[src/rtl/mdu_pkg.sv]
// rtl/mdu_pkg.sv - shared op encodings and FSM states for the iterative multiply/divide unit
package mdu_pkg;

    localparam int MDU_OP_W = 3;

    localparam logic [MDU_OP_W-1:0] MDU_MULT  = 3'b000;
    localparam logic [MDU_OP_W-1:0] MDU_MULTU = 3'b001;
    localparam logic [MDU_OP_W-1:0] MDU_DIV   = 3'b010;
    localparam logic [MDU_OP_W-1:0] MDU_DIVU  = 3'b011;
    localparam logic [MDU_OP_W-1:0] MDU_MTHI  = 3'b100;
    localparam logic [MDU_OP_W-1:0] MDU_MTLO  = 3'b101;

    typedef enum logic [1:0] {
        IDLE,
        MUL,
        DIV,
        FIX
    } mdu_state_e;

endpackage

[src/rtl/mdu_div_core.sv]
// rtl/mdu_div_core.sv - unsigned radix-2 restoring divider, one quotient bit per step, MSB first
module mdu_div_core #(
    parameter int WIDTH = 32
) (
    input  logic             clk,
    input  logic             resetn,
    input  logic             start,
    input  logic             step_en,
    input  logic             clear,
    input  logic [WIDTH-1:0] dividend,
    input  logic [WIDTH-1:0] divisor,
    output logic [WIDTH-1:0] quotient,
    output logic [WIDTH-1:0] remainder,
    output logic             last
);

    localparam int CW = $clog2(WIDTH);

    logic [WIDTH-1:0] rem_q;
    logic [WIDTH-1:0] quo_q;
    logic [WIDTH-1:0] dvsr_q;
    logic [CW-1:0]    cnt_q;
    logic [WIDTH:0]   shifted;
    logic [WIDTH-1:0] diff;
    logic             fits;

    // quo_q starts as the dividend and shifts its bits into the partial remainder
    always_comb begin
        shifted = {rem_q, quo_q[WIDTH-1]};
        fits    = shifted >= {1'b0, dvsr_q};
        diff    = shifted[WIDTH-1:0] - dvsr_q;
    end

    always_ff @(posedge clk) begin
        if (!resetn || clear) begin
            rem_q  <= '0;
            quo_q  <= '0;
            dvsr_q <= '0;
            cnt_q  <= '0;
        end else if (start) begin
            rem_q  <= '0;
            quo_q  <= dividend;
            dvsr_q <= divisor;
            cnt_q  <= '0;
        end else if (step_en) begin
            rem_q  <= fits ? diff : shifted[WIDTH-1:0];
            quo_q  <= {quo_q[WIDTH-2:0], fits};
            cnt_q  <= cnt_q + CW'(1);
        end
    end

    assign quotient  = quo_q;
    assign remainder = rem_q;
    assign last      = (cnt_q == CW'(WIDTH - 1));

endmodule

[src/rtl/mdu_iter.sv]
// rtl/mdu_iter.sv - iterative multiply/divide unit owning HI/LO, with flush cancel
module mdu_iter
    import mdu_pkg::*;
#(
    parameter int WIDTH    = 32,
    parameter int MUL_ITER = 0
) (
    input  logic             clk,
    input  logic             resetn,
    input  logic             req_valid,
    output logic             req_ready,
    input  logic [2:0]       req_op,
    input  logic [WIDTH-1:0] req_src1,
    input  logic [WIDTH-1:0] req_src2,
    input  logic             cancel,
    output logic             busy,
    output logic             done,
    output logic [WIDTH-1:0] hi,
    output logic [WIDTH-1:0] lo
);

    localparam int CW = $clog2(WIDTH);

    mdu_state_e state_q, state_d;

    logic               accept;
    logic               is_signed;
    logic               src1_neg;
    logic               src2_neg;
    logic [WIDTH-1:0]   src1_mag;
    logic [WIDTH-1:0]   src2_mag;
    logic [2*WIDTH-1:0] fast_mag;
    logic [2*WIDTH-1:0] fast_prod;

    logic               neg_res_q;
    logic               rem_neg_q;
    logic               div_zero_q;
    logic [WIDTH-1:0]   src1_q;

    logic [2*WIDTH-1:0] mul_acc_q;
    logic [2*WIDTH-1:0] mul_mcand_q;
    logic [WIDTH-1:0]   mul_mplier_q;
    logic [CW-1:0]      mul_cnt_q;
    logic [2*WIDTH-1:0] mul_sum;
    logic [2*WIDTH-1:0] mul_res;
    logic               mul_last;

    logic               div_start;
    logic               div_step;
    logic               div_clear;
    logic               div_last;
    logic [WIDTH-1:0]   div_quo;
    logic [WIDTH-1:0]   div_rem;

    // Both multiply flavours work on magnitudes and fix the sign at the end
    always_comb begin
        is_signed = (req_op == MDU_MULT) || (req_op == MDU_DIV);
        src1_neg  = is_signed && req_src1[WIDTH-1];
        src2_neg  = is_signed && req_src2[WIDTH-1];
        src1_mag  = src1_neg ? -req_src1 : req_src1;
        src2_mag  = src2_neg ? -req_src2 : req_src2;
        fast_mag  = {{WIDTH{1'b0}}, src1_mag} * {{WIDTH{1'b0}}, src2_mag};
        fast_prod = (src1_neg ^ src2_neg) ? -fast_mag : fast_mag;
        mul_sum   = mul_acc_q + (mul_mplier_q[0] ? mul_mcand_q : '0);
        mul_res   = neg_res_q ? -mul_sum : mul_sum;
        mul_last  = (mul_cnt_q == CW'(WIDTH - 1));
    end

    always_comb begin
        req_ready = (state_q == IDLE) && !cancel;
        accept    = req_valid && req_ready;
        busy      = (state_q != IDLE);
        state_d   = state_q;
        div_start = 1'b0;
        div_step  = 1'b0;
        div_clear = 1'b0;
        case (state_q)
            IDLE: begin
                if (accept) begin
                    if ((req_op == MDU_MULT || req_op == MDU_MULTU) && MUL_ITER != 0) begin
                        state_d = MUL;
                    end else if (req_op == MDU_DIV || req_op == MDU_DIVU) begin
                        state_d   = DIV;
                        div_start = 1'b1;
                    end
                end
            end
            MUL: begin
                if (cancel || mul_last) state_d = IDLE;
            end
            DIV: begin
                if (cancel) begin
                    state_d   = IDLE;
                    div_clear = 1'b1;
                end else begin
                    div_step = 1'b1;
                    if (div_last) state_d = FIX;
                end
            end
            FIX: state_d = IDLE;
            default: state_d = IDLE;
        endcase
    end

    always_ff @(posedge clk) begin
        if (!resetn) state_q <= IDLE;
        else         state_q <= state_d;
    end

    always_ff @(posedge clk) begin
        if (!resetn) begin
            hi           <= '0;
            lo           <= '0;
            done         <= 1'b0;
            neg_res_q    <= 1'b0;
            rem_neg_q    <= 1'b0;
            div_zero_q   <= 1'b0;
            src1_q       <= '0;
            mul_acc_q    <= '0;
            mul_mcand_q  <= '0;
            mul_mplier_q <= '0;
            mul_cnt_q    <= '0;
        end else begin
            done <= 1'b0;
            if (accept) begin
                neg_res_q <= src1_neg ^ src2_neg;
                case (req_op)
                    MDU_MTHI: hi <= req_src1;
                    MDU_MTLO: lo <= req_src1;
                    MDU_MULT, MDU_MULTU: begin
                        if (MUL_ITER == 0) begin
                            {hi, lo} <= fast_prod;
                            done     <= 1'b1;
                        end else begin
                            mul_acc_q    <= '0;
                            mul_mcand_q  <= {{WIDTH{1'b0}}, src1_mag};
                            mul_mplier_q <= src2_mag;
                            mul_cnt_q    <= '0;
                        end
                    end
                    MDU_DIV, MDU_DIVU: begin
                        rem_neg_q  <= src1_neg;
                        div_zero_q <= (req_src2 == '0);
                        src1_q     <= req_src1;
                    end
                    default: ;
                endcase
            end
            // The final partial product is folded in on the write cycle itself
            if (state_q == MUL && !cancel) begin
                if (mul_last) begin
                    {hi, lo} <= mul_res;
                    done     <= 1'b1;
                end else begin
                    mul_acc_q    <= mul_sum;
                    mul_mcand_q  <= mul_mcand_q << 1;
                    mul_mplier_q <= mul_mplier_q >> 1;
                    mul_cnt_q    <= mul_cnt_q + CW'(1);
                end
            end
            if (state_q == FIX && !cancel) begin
                lo   <= div_zero_q ? '1 : (neg_res_q ? -div_quo : div_quo);
                hi   <= div_zero_q ? src1_q : (rem_neg_q ? -div_rem : div_rem);
                done <= 1'b1;
            end
        end
    end

    mdu_div_core #(
        .WIDTH(WIDTH)
    ) u_div_core (
        .clk      (clk),
        .resetn   (resetn),
        .start    (div_start),
        .step_en  (div_step),
        .clear    (div_clear),
        .dividend (src1_mag),
        .divisor  (src2_mag),
        .quotient (div_quo),
        .remainder(div_rem),
        .last     (div_last)
    );

endmodule

[config.mk]
export PLATFORM = sky130hd
export DESIGN_NAME = mdu_iter
export DESIGN_NICKNAME = d
export VERILOG_FILES = /design/src/rtl/mdu_pkg.sv /design/src/rtl/mdu_div_core.sv /design/src/rtl/mdu_iter.sv
export SDC_FILE = /design/constraint.sdc
export NUM_CORES = 2
export LEC_CHECK = 0
export BUFFER_PORTS_ARGS = -buffer_cell sky130_fd_sc_hd__buf_2
export CAP_MARGIN = 25
export CORE_MARGIN = 8
export CORE_UTILIZATION = 50
export CTS_CLUSTER_SIZE = 30
export DETAILED_ROUTE_END_ITERATION = 6
export PLACE_DENSITY = 0.62
export SYNTH_ARGS = -nofsm -noshare
export SYNTH_HDL_FRONTEND = slang
export SYNTH_SLANG_ARGS = --single-unit
[constraint.sdc]
create_clock -name clk -period 17.35 [get_ports clk]
set_clock_uncertainty 0.05 [all_clocks]
set_input_delay 0.8675 -clock clk [delete_from_list [all_inputs] [get_ports clk]]
set_output_delay 0.8675 -clock clk [all_outputs]
set_load 0.02 [all_outputs]
==> reports/metrics.cfg <==
[sta]
relSlewSlack_pct = 24.2
tns_ns = 0
fmax_ghz = 0.0805
fin_hold_ws_ns = 0.405
maxSlewViolCount = 0
final_hold_viol_count = 0
worst_pin_slew_ns = 1.13
min_period_over_period_pct = 71.6
setup_viol = 0
fin_crit_ns = 12.43
rsz0062_at_grt = false

[place]
hpwl_um = 143000
port_buffers = 137
place_inst = 7062
place.gp.congestion = 0.996

[layout]
drive_gt1_share_pct = 7.22
area_delta_synth_final_pct = 7.45
nets = 7098
fill_cells = 9062
final_core_util_pct = 54.2
final_cells = 7109

[clock_tree]
path_clk_slew_ns = 0.07
cts-resized-gates = 0
tritoncts = done
clock_sinks = 208
cts_hold_buffers = 0
cts.path.max_buffers = 3
cts_buffers = 22
postCtsSetupBuffers = 0
htreeDepth = 1
worstSkewPairLatency_ns = 0.54
clk_root_buffer_cell = clkbuf_16

[global_route]
grt-busiest-layer = met2
groute.usage.overall_pct = 33.6
grt_pass1_wl_um = 272000
grt_remaining_overflow = 0
met3_usage_pct = 6.82
first_global_vias = 43000
grt_max_degree = 93
grt_use_met1_pct = 41.4
antenna_found_initial = 7
grt_util_met2_pct = 55.0

[worst_setup_path]
worstReg2RegStart = u_div_core.remainder[0]
critPathKind = in -> reg
required_ns = 17.69
slowest_stage = xnor2_1
cp_data_arrival_time_ns = 12.76
regToRegEndpoint = hi[28]
cp-start-kind = input pin
cp_max_fo = 11
cpMostUsedCell = fa_1
r2r_slack_ns = 12.81
reg2reg_depth = 15
critPathMaxStageDelay_ns = 0.92
critPathCaptureType = flip-flop

[yosys]
synth_top_area_cell = fa_1
synth.most_common_cell = inv_1
synth_seq_cells = 208
synth_top_cells_by_count = 942 x inv_1, 897 x fa_1, 790 x nand2_1
synth-main-ff-cell = dfxtp_1
ys_warn_count = 0
syn_inst = 5885
synth_nets = 7157
synth.area.top_cells = fa_1 37%, dfxtp_1 8.7%, ha_1 7.9%
syn_area_um2 = 47900
synth_top_area_share_pct = 37.5
synthArstFlopShare_pct = 0
synth_edf_count = 0
yosysSeqAreaShare_pct = 8.69
syn_avg_cell_area_um2 = 8.15
yosysUniqueCellTypes = 86

[floorplan]
die_x_um = 326
dieHeight_um = 326
die_area_um2 = 106000
initial_core_util_pct = 50.5
fp-row-count = 113
ios = 138
core_um2 = 95000

[min_path]
hold_start = u_div_core.dvsr_q[29]
hp-class = reg -> reg
worst_hold_path.endpoint = u_div_core.dvsr_q[29]
whs_path_depth = 2

[routing]
dr.pass1.iters = 6
viasPerCell = 6.00
wl_per_cell_um = 25.5
drt_iter0_drc = 3757
drc_errors = 0
ant_nets = 0
wirelength_um = 182000
vias = 42700

[run_status]
outcome = finished, final reports clean

[run]
maxCapViolations = 0

through the flow:
stage	worst slack, ns	instance area [µm²]
floorplan	6.34	47900
global placement	4.57	50600
detailed placement	4.41	50600
CTS	4.92	51400
global route	4.49	51500
finish	4.92	51500
state kept, by name, summed over array words and instances, names as in the netlist, 2 cells and up:
name,count
lo,32
mul_cnt_q,5
u_div_core.quotient,32
src1_q,32
state_q,2
hi,32
u_div_core.cnt_q,5
u_div_core.remainder,32
u_div_core.dvsr_q,32
layout make-up:
type                            count  area, µm²  area share (%)
Clock buffer                       31        636            1.23
Timing Repair Buffer              262       1730            3.36
Tap cell                         1265       1580            3.07
Multi-Input combinational cell   4390      39700            77.1
Sequential cell                   208       4170            8.09
Clock inverter                      8        140           0.272
Inverter                          942       3540            6.86
Antenna cell                        3       7.51          0.0146
layout by cell type (no fill, tap or decap), types with 24 or more instances in the layout:
cell / count
nand4_1: 35
inv_1: 942
a22oi_1: 52
nor3_1: 51
o211ai_1: 29
buf_2: 137
buf_4: 117
a21boi_0: 61
a21oi_1: 240
fa_1: 897
nor2b_1: 24
nand2_1: 788
a21o_1: 35
nand3_1: 47
dfxtp_1: 207
a31oi_1: 28
a221o_1: 25
mux2i_1: 26
xnor2_2: 28
o21ai_0: 241
ha_1: 304
o31ai_1: 38
xor2_1: 92
nor2_1: 754
and2_1: 45
a211oi_1: 39
xnor2_1: 131
worst max path at each step:
stage	from	endpoint	slack (ns)	cells past startpoint
6_report	req_src1[5]	hi[30]	4.92	34
5_1_grt	req_src1[5]	hi[31]	4.49	34
4_1_cts	req_op[2]	hi[30]	4.92	32
3_5_place_dp	req_op[2]	hi[30]	4.41	32
3_3_place_gp	req_op[2]	hi[30]	4.57	32
2_1_floorplan	req_src1[5]	hi[31]	6.34	38
routing by layer:
metal,vias to the layer above,wire [µm]
met5,-,26
met2,1971,84300
met1,21700,68600
met3,564,15800
met4,4,12900
li1,18500,-
critical path, delay by kind of cell:
family	cells	cell delay [ns]
AOI/OAI and AO/OA	6	1.85
xor gates and xnor gates	2	1.08
adders and majority gates	9	4.57
buffers and inverters	5	0.41
and+or+nand+nor	12	3.99
kinds of logic after synthesis:
kind of cell | synth area share [%]
AO/OA/AOI/OAI | 13.0
XOR/XNOR | 5.24
adder cells (fa/ha/maj) | 45.4
buffers and inverters | 10.1
flip-flops | 8.69
multiplexers | 0.566
AND/OR/NAND/NOR | 17.0
Power is left out: the tool's default activity adds up to more than one toggle a clock period on the data nets, which glitch-free logic cannot reach.
